`config.mk`:
```
export PLATFORM = sky130hd
export DESIGN_NAME = alu_md_ctrl
export DESIGN_NICKNAME = d
export VERILOG_FILES = /design/src/rtl/alu_pkg.sv /design/src/rtl/md_iter_unit.sv /design/src/rtl/alu_md_ctrl.sv
export SDC_FILE = /design/constraint.sdc
export NUM_CORES = 1
export LEC_CHECK = 0
export BUFFER_PORTS_ARGS = -buffer_cell sky130_fd_sc_hd__buf_4
export CAP_MARGIN = 25
export CORE_MARGIN = 2
export CORE_UTILIZATION = 60
export CTS_CLUSTER_DIAMETER = 60
export DETAILED_ROUTE_END_ITERATION = 10
export PLACE_DENSITY = 0.82
export RECOVER_POWER = 25
export SYNTH_ARGS = -nofsm -noshare
export SYNTH_HDL_FRONTEND = slang
export SYNTH_SLANG_ARGS = --single-unit
```
`constraint.sdc`:
```
create_clock -name CLK -period 3.6 [get_ports CLK]
set_input_delay 0.18 -clock CLK [delete_from_list [all_inputs] [get_ports CLK]]
set_output_delay 0.18 -clock CLK [all_outputs]
set_load 0.02 [all_outputs]
```
`src/rtl/alu_pkg.sv`:
```
// alu_pkg: shared ALU control codes, ALUOp classes, func fields and sequencer states
package alu_pkg;
  localparam logic [3:0] CTR_ADD  = 4'b0000;
  localparam logic [3:0] CTR_SUB  = 4'b0001;
  localparam logic [3:0] CTR_AND  = 4'b0010;
  localparam logic [3:0] CTR_OR   = 4'b0011;
  localparam logic [3:0] CTR_SLL  = 4'b0100;
  localparam logic [3:0] CTR_XOR  = 4'b0101;
  localparam logic [3:0] CTR_SLTU = 4'b0110;
  localparam logic [3:0] CTR_SLT  = 4'b0111;
  localparam logic [3:0] CTR_SRL  = 4'b1000;
  localparam logic [3:0] CTR_SRA  = 4'b1001;
  localparam logic [3:0] CTR_NOR  = 4'b1010;

  localparam logic [3:0] OP_ADD   = 4'b0000;
  localparam logic [3:0] OP_SUB   = 4'b0001;
  localparam logic [3:0] OP_AND   = 4'b0010;
  localparam logic [3:0] OP_OR    = 4'b0011;
  localparam logic [3:0] OP_SLTU  = 4'b0101;
  localparam logic [3:0] OP_SLT   = 4'b0110;
  localparam logic [3:0] OP_XOR   = 4'b0111;
  localparam logic [3:0] OP_RTYPE = 4'b1000;

  localparam logic [5:0] F_ADD   = 6'b100000;
  localparam logic [5:0] F_SUB   = 6'b100010;
  localparam logic [5:0] F_AND   = 6'b100100;
  localparam logic [5:0] F_OR    = 6'b100101;
  localparam logic [5:0] F_XOR   = 6'b100110;
  localparam logic [5:0] F_NOR   = 6'b100111;
  localparam logic [5:0] F_SLTU  = 6'b101011;
  localparam logic [5:0] F_SLT   = 6'b101010;
  localparam logic [5:0] F_SLL   = 6'b000000;
  localparam logic [5:0] F_SRL   = 6'b000010;
  localparam logic [5:0] F_SRA   = 6'b000011;
  localparam logic [5:0] F_MULT  = 6'b011000;
  localparam logic [5:0] F_MULTU = 6'b011001;
  localparam logic [5:0] F_DIV   = 6'b011010;
  localparam logic [5:0] F_DIVU  = 6'b011011;
  localparam logic [5:0] F_MFHI  = 6'b010000;
  localparam logic [5:0] F_MFLO  = 6'b010010;
  localparam logic [5:0] F_MTHI  = 6'b010001;
  localparam logic [5:0] F_MTLO  = 6'b010011;

  typedef enum logic [1:0] {S_IDLE, S_RUN, S_FIX} md_state_e;

  function automatic logic is_md_func(input logic [5:0] f);
    return f inside {F_MULT, F_MULTU, F_DIV, F_DIVU, F_MFHI, F_MFLO, F_MTHI, F_MTLO};
  endfunction
endpackage

```
`src/rtl/md_iter_unit.sv`:
```
// md_iter_unit: radix-2 shift-add multiply / restoring divide datapath with sign fix-up
module md_iter_unit
  import alu_pkg::*;
#(
  parameter int XLEN  = 32,
  parameter int CNT_W = $clog2(XLEN + 1)
) (
  input  logic            clk,
  input  logic            rst_n,
  input  logic            start,
  input  logic            kind_div,
  input  logic            sgn,
  input  logic            step,
  input  logic [XLEN-1:0] a,
  input  logic [XLEN-1:0] b,
  output logic            done,
  output logic [XLEN-1:0] res_hi,
  output logic [XLEN-1:0] res_lo
);
  logic [2*XLEN-1:0] acc, mul_nx, div_nx, prod;
  logic [XLEN-1:0] dvs, abs_a, abs_b, q, r;
  logic [XLEN:0] msum, rsh, diff;
  logic [CNT_W-1:0] cnt;
  logic is_div, neg_q, neg_r, dz;

  // next-step values for both algorithms plus the signed/zero-divisor result fix-up
  always_comb begin
    abs_a  = sgn & a[XLEN-1] ? -a : a;
    abs_b  = sgn & b[XLEN-1] ? -b : b;
    msum   = {1'b0, acc[2*XLEN-1:XLEN]} + (acc[0] ? {1'b0, dvs} : '0);
    mul_nx = {msum, acc[XLEN-1:1]};
    rsh    = acc[2*XLEN-1:XLEN-1];
    diff   = rsh - {1'b0, dvs};
    div_nx = diff[XLEN] ? {rsh[XLEN-1:0], acc[XLEN-2:0], 1'b0} : {diff[XLEN-1:0], acc[XLEN-2:0], 1'b1};
    prod   = neg_q ? -acc : acc;
    q      = acc[XLEN-1:0];
    r      = acc[2*XLEN-1:XLEN];
    res_hi = is_div ? (neg_r ? -r : r) : prod[2*XLEN-1:XLEN];
    res_lo = is_div ? (dz ? '1 : neg_q ? -q : q) : prod[XLEN-1:0];
    done   = cnt == CNT_W'(1);
  end

  // operand capture on start, one iteration per step cycle
  always_ff @(posedge clk or negedge rst_n)
    if (!rst_n) begin
      acc    <= '0;
      dvs    <= '0;
      cnt    <= '0;
      is_div <= 1'b0;
      neg_q  <= 1'b0;
      neg_r  <= 1'b0;
      dz     <= 1'b0;
    end else if (start) begin
      acc    <= {{XLEN{1'b0}}, abs_a};
      dvs    <= abs_b;
      cnt    <= CNT_W'(XLEN);
      is_div <= kind_div;
      neg_q  <= sgn & (a[XLEN-1] ^ b[XLEN-1]);
      neg_r  <= sgn & a[XLEN-1];
      dz     <= b == '0;
    end else if (step) begin
      acc <= is_div ? div_nx : mul_nx;
      cnt <= cnt - CNT_W'(1);
    end
endmodule

```
`src/rtl/alu_md_ctrl.sv`:
```
// alu_md_ctrl: ALU control decode plus multiply/divide sequencer with HI/LO and stall
module alu_md_ctrl
  import alu_pkg::*;
#(
  parameter int XLEN  = 32,
  parameter int CNT_W = $clog2(XLEN + 1)
) (
  input  logic            CLK,
  input  logic            RST_n,
  input  logic [5:0]      func,
  input  logic [3:0]      ALUOp,
  input  logic            ex_valid,
  input  logic            flush,
  input  logic [XLEN-1:0] src_a,
  input  logic [XLEN-1:0] src_b,
  output logic            ALUSrcA,
  output logic [3:0]      ALUCtr,
  output logic            md_stall,
  output logic            md_busy,
  output logic            md_rsel,
  output logic [XLEN-1:0] md_rdata,
  output logic [XLEN-1:0] hi,
  output logic [XLEN-1:0] lo
);
  md_state_e state, nxt;
  logic qual, rtype, is_mul, is_div, sgn, accept, done;
  logic [XLEN-1:0] fix_hi, fix_lo;

  // ALU operation decode; anything unrecognised falls back to ADD
  always_comb begin
    ALUSrcA = 1'b0;
    ALUCtr  = CTR_ADD;
    if (ALUOp == OP_RTYPE)
      case (func)
        F_SUB:   ALUCtr = CTR_SUB;
        F_AND:   ALUCtr = CTR_AND;
        F_OR:    ALUCtr = CTR_OR;
        F_XOR:   ALUCtr = CTR_XOR;
        F_NOR:   ALUCtr = CTR_NOR;
        F_SLTU:  ALUCtr = CTR_SLTU;
        F_SLT:   ALUCtr = CTR_SLT;
        F_SLL:   begin ALUCtr = CTR_SLL; ALUSrcA = 1'b1; end
        F_SRL:   begin ALUCtr = CTR_SRL; ALUSrcA = 1'b1; end
        F_SRA:   begin ALUCtr = CTR_SRA; ALUSrcA = 1'b1; end
        default: ALUCtr = CTR_ADD;
      endcase
    else
      case (ALUOp)
        OP_SUB:  ALUCtr = CTR_SUB;
        OP_AND:  ALUCtr = CTR_AND;
        OP_OR:   ALUCtr = CTR_OR;
        OP_SLTU: ALUCtr = CTR_SLTU;
        OP_SLT:  ALUCtr = CTR_SLT;
        OP_XOR:  ALUCtr = CTR_XOR;
        default: ALUCtr = CTR_ADD;
      endcase
  end

  // sequencer state register
  always_ff @(posedge CLK or negedge RST_n)
    if (!RST_n) state <= S_IDLE;
    else state <= nxt;

  // sequencer next state: accept only from IDLE, RUN until the last iteration, one FIX cycle
  always_comb begin
    nxt = state == S_IDLE ? (accept ? S_RUN : S_IDLE) :
          state == S_RUN  ? (done ? S_FIX : S_RUN) : S_IDLE;
  end

  // handshake outputs: MD instructions stall while the sequencer is busy
  always_comb begin
    qual     = ex_valid & ~flush;
    rtype    = ALUOp == OP_RTYPE;
    is_mul   = rtype & (func == F_MULT | func == F_MULTU);
    is_div   = rtype & (func == F_DIV | func == F_DIVU);
    sgn      = func == F_MULT | func == F_DIV;
    md_busy  = state != S_IDLE;
    accept   = qual & (is_mul | is_div) & ~md_busy;
    md_stall = qual & rtype & is_md_func(func) & md_busy;
    md_rsel  = qual & rtype & (func == F_MFHI | func == F_MFLO) & ~md_busy;
    md_rdata = func == F_MFHI ? hi : lo;
  end

  // HI/LO: result write in FIX, direct moves only while idle
  always_ff @(posedge CLK or negedge RST_n)
    if (!RST_n) begin
      hi <= '0;
      lo <= '0;
    end else if (state == S_FIX) begin
      hi <= fix_hi;
      lo <= fix_lo;
    end else if (qual & rtype & ~md_busy) begin
      if (func == F_MTHI) hi <= src_a;
      if (func == F_MTLO) lo <= src_a;
    end

  md_iter_unit #(.XLEN(XLEN), .CNT_W(CNT_W)) u_iter (
    .clk     (CLK),
    .rst_n   (RST_n),
    .start   (accept),
    .kind_div(is_div),
    .sgn     (sgn),
    .step    (state == S_RUN),
    .a       (src_a),
    .b       (src_b),
    .done    (done),
    .res_hi  (fix_hi),
    .res_lo  (fix_lo)
  );
endmodule

```
==> qor.txt <==
Top_reg_cell synth - dfrtp_1
# rows - 58
Worst hold path type - input port to flip-flop
Switching power - 0.00113 W
Required @ worst endpoint - 3.94 ns
Startpoint types - flip-flop
Final wirelength - 50,800 um
Area Growth Syn to Fin - 17.1%
Final Hold Fails - 0
Clock power share - 47.8%
Total setup buffers inserted after CTS - 0
Power Density - 234 nW/um^2
First DRT Iteration DRCs - 1,883
Normalized max-slew margin - -59.1%
Final setup fails - 0
Routed wire per std cell - 20.9 um
Status - finished, violations left
Post-synthesis sequential area ratio - 28.0%
Synth cell types - 82
Core area - 25,200 um^2
Seq cells post-synth - 172
Critical Path AT - 3.71 ns
Antenna viol nets, final - 0
Sum Neg Setup Slack - 0 ns
Die height - 164 um
I/O pins - 182
Post-Place Cells - 2,399
Critical path, cell by cell - ha_1 > a21o_1 > a211o_1 > o21ai_0 > a31oi_1 > o21ai_0 > o21bai_1 > a211o_1 > mux2i_1 > a311oi_1
Mapped Area - 15,400 um^2
Remaining global-route overflow - 0
I/O Buffers - 181
Crit-path slowest cell - dfrtp_1
Global-route wire length before repair - 79,600 um
Die ar. - 26,900 um^2
Syn_nets - 2,063
Worst Slack Setup Final - 0.224 ns
Commonest cells after routing, fill and taps aside - nand2_1, buf_4, dfrtp_1
Longest Clk Path Bufs - 2
Syn Inst Count - 1,913
Leak Pwr - 7.40 nW
Die width - 164 um
EDFF count, synth - 0
DRC - 0
Number of global-route vias before repair - 14,900
CTS tree - yes
Ratio of cells with drive above 1 in the final layout - 17.0%
Sequential power share - 45.9%
Critical Path End Type - flip-flop
Pin count of the biggest net entering global routing - 108
Nets - 2,239
DRT Pass-1 Iters - 6
Setup CP Type - flip-flop to flip-flop
Clock Latency Late Sink - 0.44 ns
Vias/cell - 6.46
HPWL Detailed - 37,800 um
Clk slew on worst S/H paths - 0.08 ns
Area of the multi-input gates - 10,400 um^2
FF/Latch Area - 4310 um^2
Skew final - 0.0132 ns
Async SR Flop Fraction - 100%
Fill cells - 2,067
Antenna violations before repair - 0
Failing checks - capacitance limit, slew limit
Final min period - 3.38 ns
Maximum clock frequency - 296 MHz
Worst path max stage delay - 0.56 ns
Total number of vias - 15,700
Fin crit share - 93.8%
Clock sink total - 172
VDD IR max - 0.000285 V
Starting Density - 61.0%
Max Cap Viol - 1
Antenna diode count - 0
P_int - 0.00307 W
H-Tree Depth - 4
Global Route Usage Sum - 37.6%
Slew @ Worst Pin - 2.39 ns
Sw Share - 26.9%
RSZ-0062 raised after global routing - no
Final GP Congestion - 1.02
Pre-CTS setup slack - 0.305 ns
CTS Buf Count - 17
Ys Warns - 0
Clock root cell - clkbuf_16
Most common cell after layout, fill and taps aside - nand2_1
Max Fanout on Critical Path - 8
Syn Area/Cell - 8.03 um^2
Comb pwr share - 6.2%
Fin cells - 2,432
Count of pins over their slew limit - 88
## final timing paths
path,slack (ns),from,cells past startpoint,to
min,0.03,src_b[1],3,u_iter.dvs[1]
min reg2reg,0.49,u_iter.dvs[10],2,u_iter.dvs[10]
max reg2reg,0.22,u_iter.acc[35],10,u_iter.acc[63]
max in group asynchronous,1.04,RST_n,2,u_iter.is_div
max,0.22,u_iter.acc[35],10,u_iter.acc[63]
min in group asynchronous,0.98,RST_n,2,lo[8]
## kinds of logic after synthesis
group	after synthesis	synth area share [%]
mux	118	8.06
simple gates	624	19.4
flops	172	28.0
buf+inv	183	4.75
fa+ha+maj	72	5.96
compound gates	564	23.5
xor+xnor	180	10.3
## metal layers
layer	vias to the layer above	part of all wire (%)	track usage, %
li1	7295	-	-
met1	7468	41	48.8
met2	799	47	62.1
met3	148	7.4	4.90
met4	0	5.1	18.7
met5	-	0	0
## stage by stage
step / instance area, um^2 / hold WS (ns) / power [W] / utilization [%]
2_1_floorplan: 15400 / -0.116 / 0.00205 / -
3_3_place_gp: 17400 / 0.315 / 0.00222 / 69.2
3_5_place_dp: 17400 / 0.320 / 0.00223 / 69.2
4_1_cts: 18100 / 0.0162 / 0.00420 / 71.7
5_1_grt: 18000 / 0.0301 / 0.00431 / 71.4
6_report: 18000 / 0.0256 / 0.00420 / 71.4
## cell type report
cell class	count	share of cell area, %
Multi-Input combinational cell	1558	57.7
Sequential cell	172	24.0
Clock inverter	14	1.11
Tap cell	330	2.30
Timing Repair Buffer	269	11.0
Clock buffer	18	2.44
Inverter	71	1.48
## worst max-delay path, delay by kind of cell (launching register included)
family	cells	cell delay [ns]
AO/OA/AOI/OAI	8	2.21
flip-flops	1	0.56
adder cells (fa/ha/maj)	1	0.35
multiplexers	1	0.15
## cell usage after synthesis, drive strengths merged (15+ instances only)
cell type | instances | area [um^2]
a32oi | 37 | 324
dfrtp | 172 | 4300
mux2i | 73 | 731
o21ai | 173 | 866
o22ai | 15 | 93.8
a21oi | 123 | 616
a21o | 26 | 195
a22oi | 15 | 113
or3 | 20 | 130
xor2 | 78 | 683
ha | 70 | 876
mux2 | 45 | 507
inv | 71 | 267
nor3 | 40 | 221
o31ai | 22 | 165
o211ai | 38 | 285
and2 | 15 | 93.8
nor4 | 17 | 128
nand3 | 40 | 200
nand2b | 21 | 131
clkbuf | 85 | 323
xnor2 | 102 | 893
buf | 26 | 130
nor2 | 125 | 469
nor2b | 24 | 158
a211oi | 18 | 140
a31oi | 20 | 125
nand2 | 259 | 972
## power by group through the flow
stage / clock network (W) / logic (W) / registers [W]
floorplan: 0 / 0.0000854 / 0.00197
global route: 0.00210 / 0.000286 / 0.00193
CTS: 0.00201 / 0.000261 / 0.00193
finish: 0.00201 / 0.000262 / 0.00193
global placement: 0 / 0.000253 / 0.00197
detailed placement: 0 / 0.000259 / 0.00197
## flip-flops by register name, indices dropped and copies added (netlist names)
register       cells
u_iter.neg_r       1
hi                32
state              2
u_iter.is_div      1
u_iter.acc        64
lo                32
u_iter.neg_q       1
u_iter.dz          1
u_iter.cnt         6
u_iter.dvs        32
## repair_timing
| item | 4_1_cts | 5_1_grt |
|---|---|---|
| endpoints found under the setup margin | 0 | 2 |
| hold buffers | 1 | 0 |
| endpoints found under the hold margin | 86 | 0 |
| resized for setup | 0 | 2 |
Note: power is estimated with default switching activity, not from simulation.
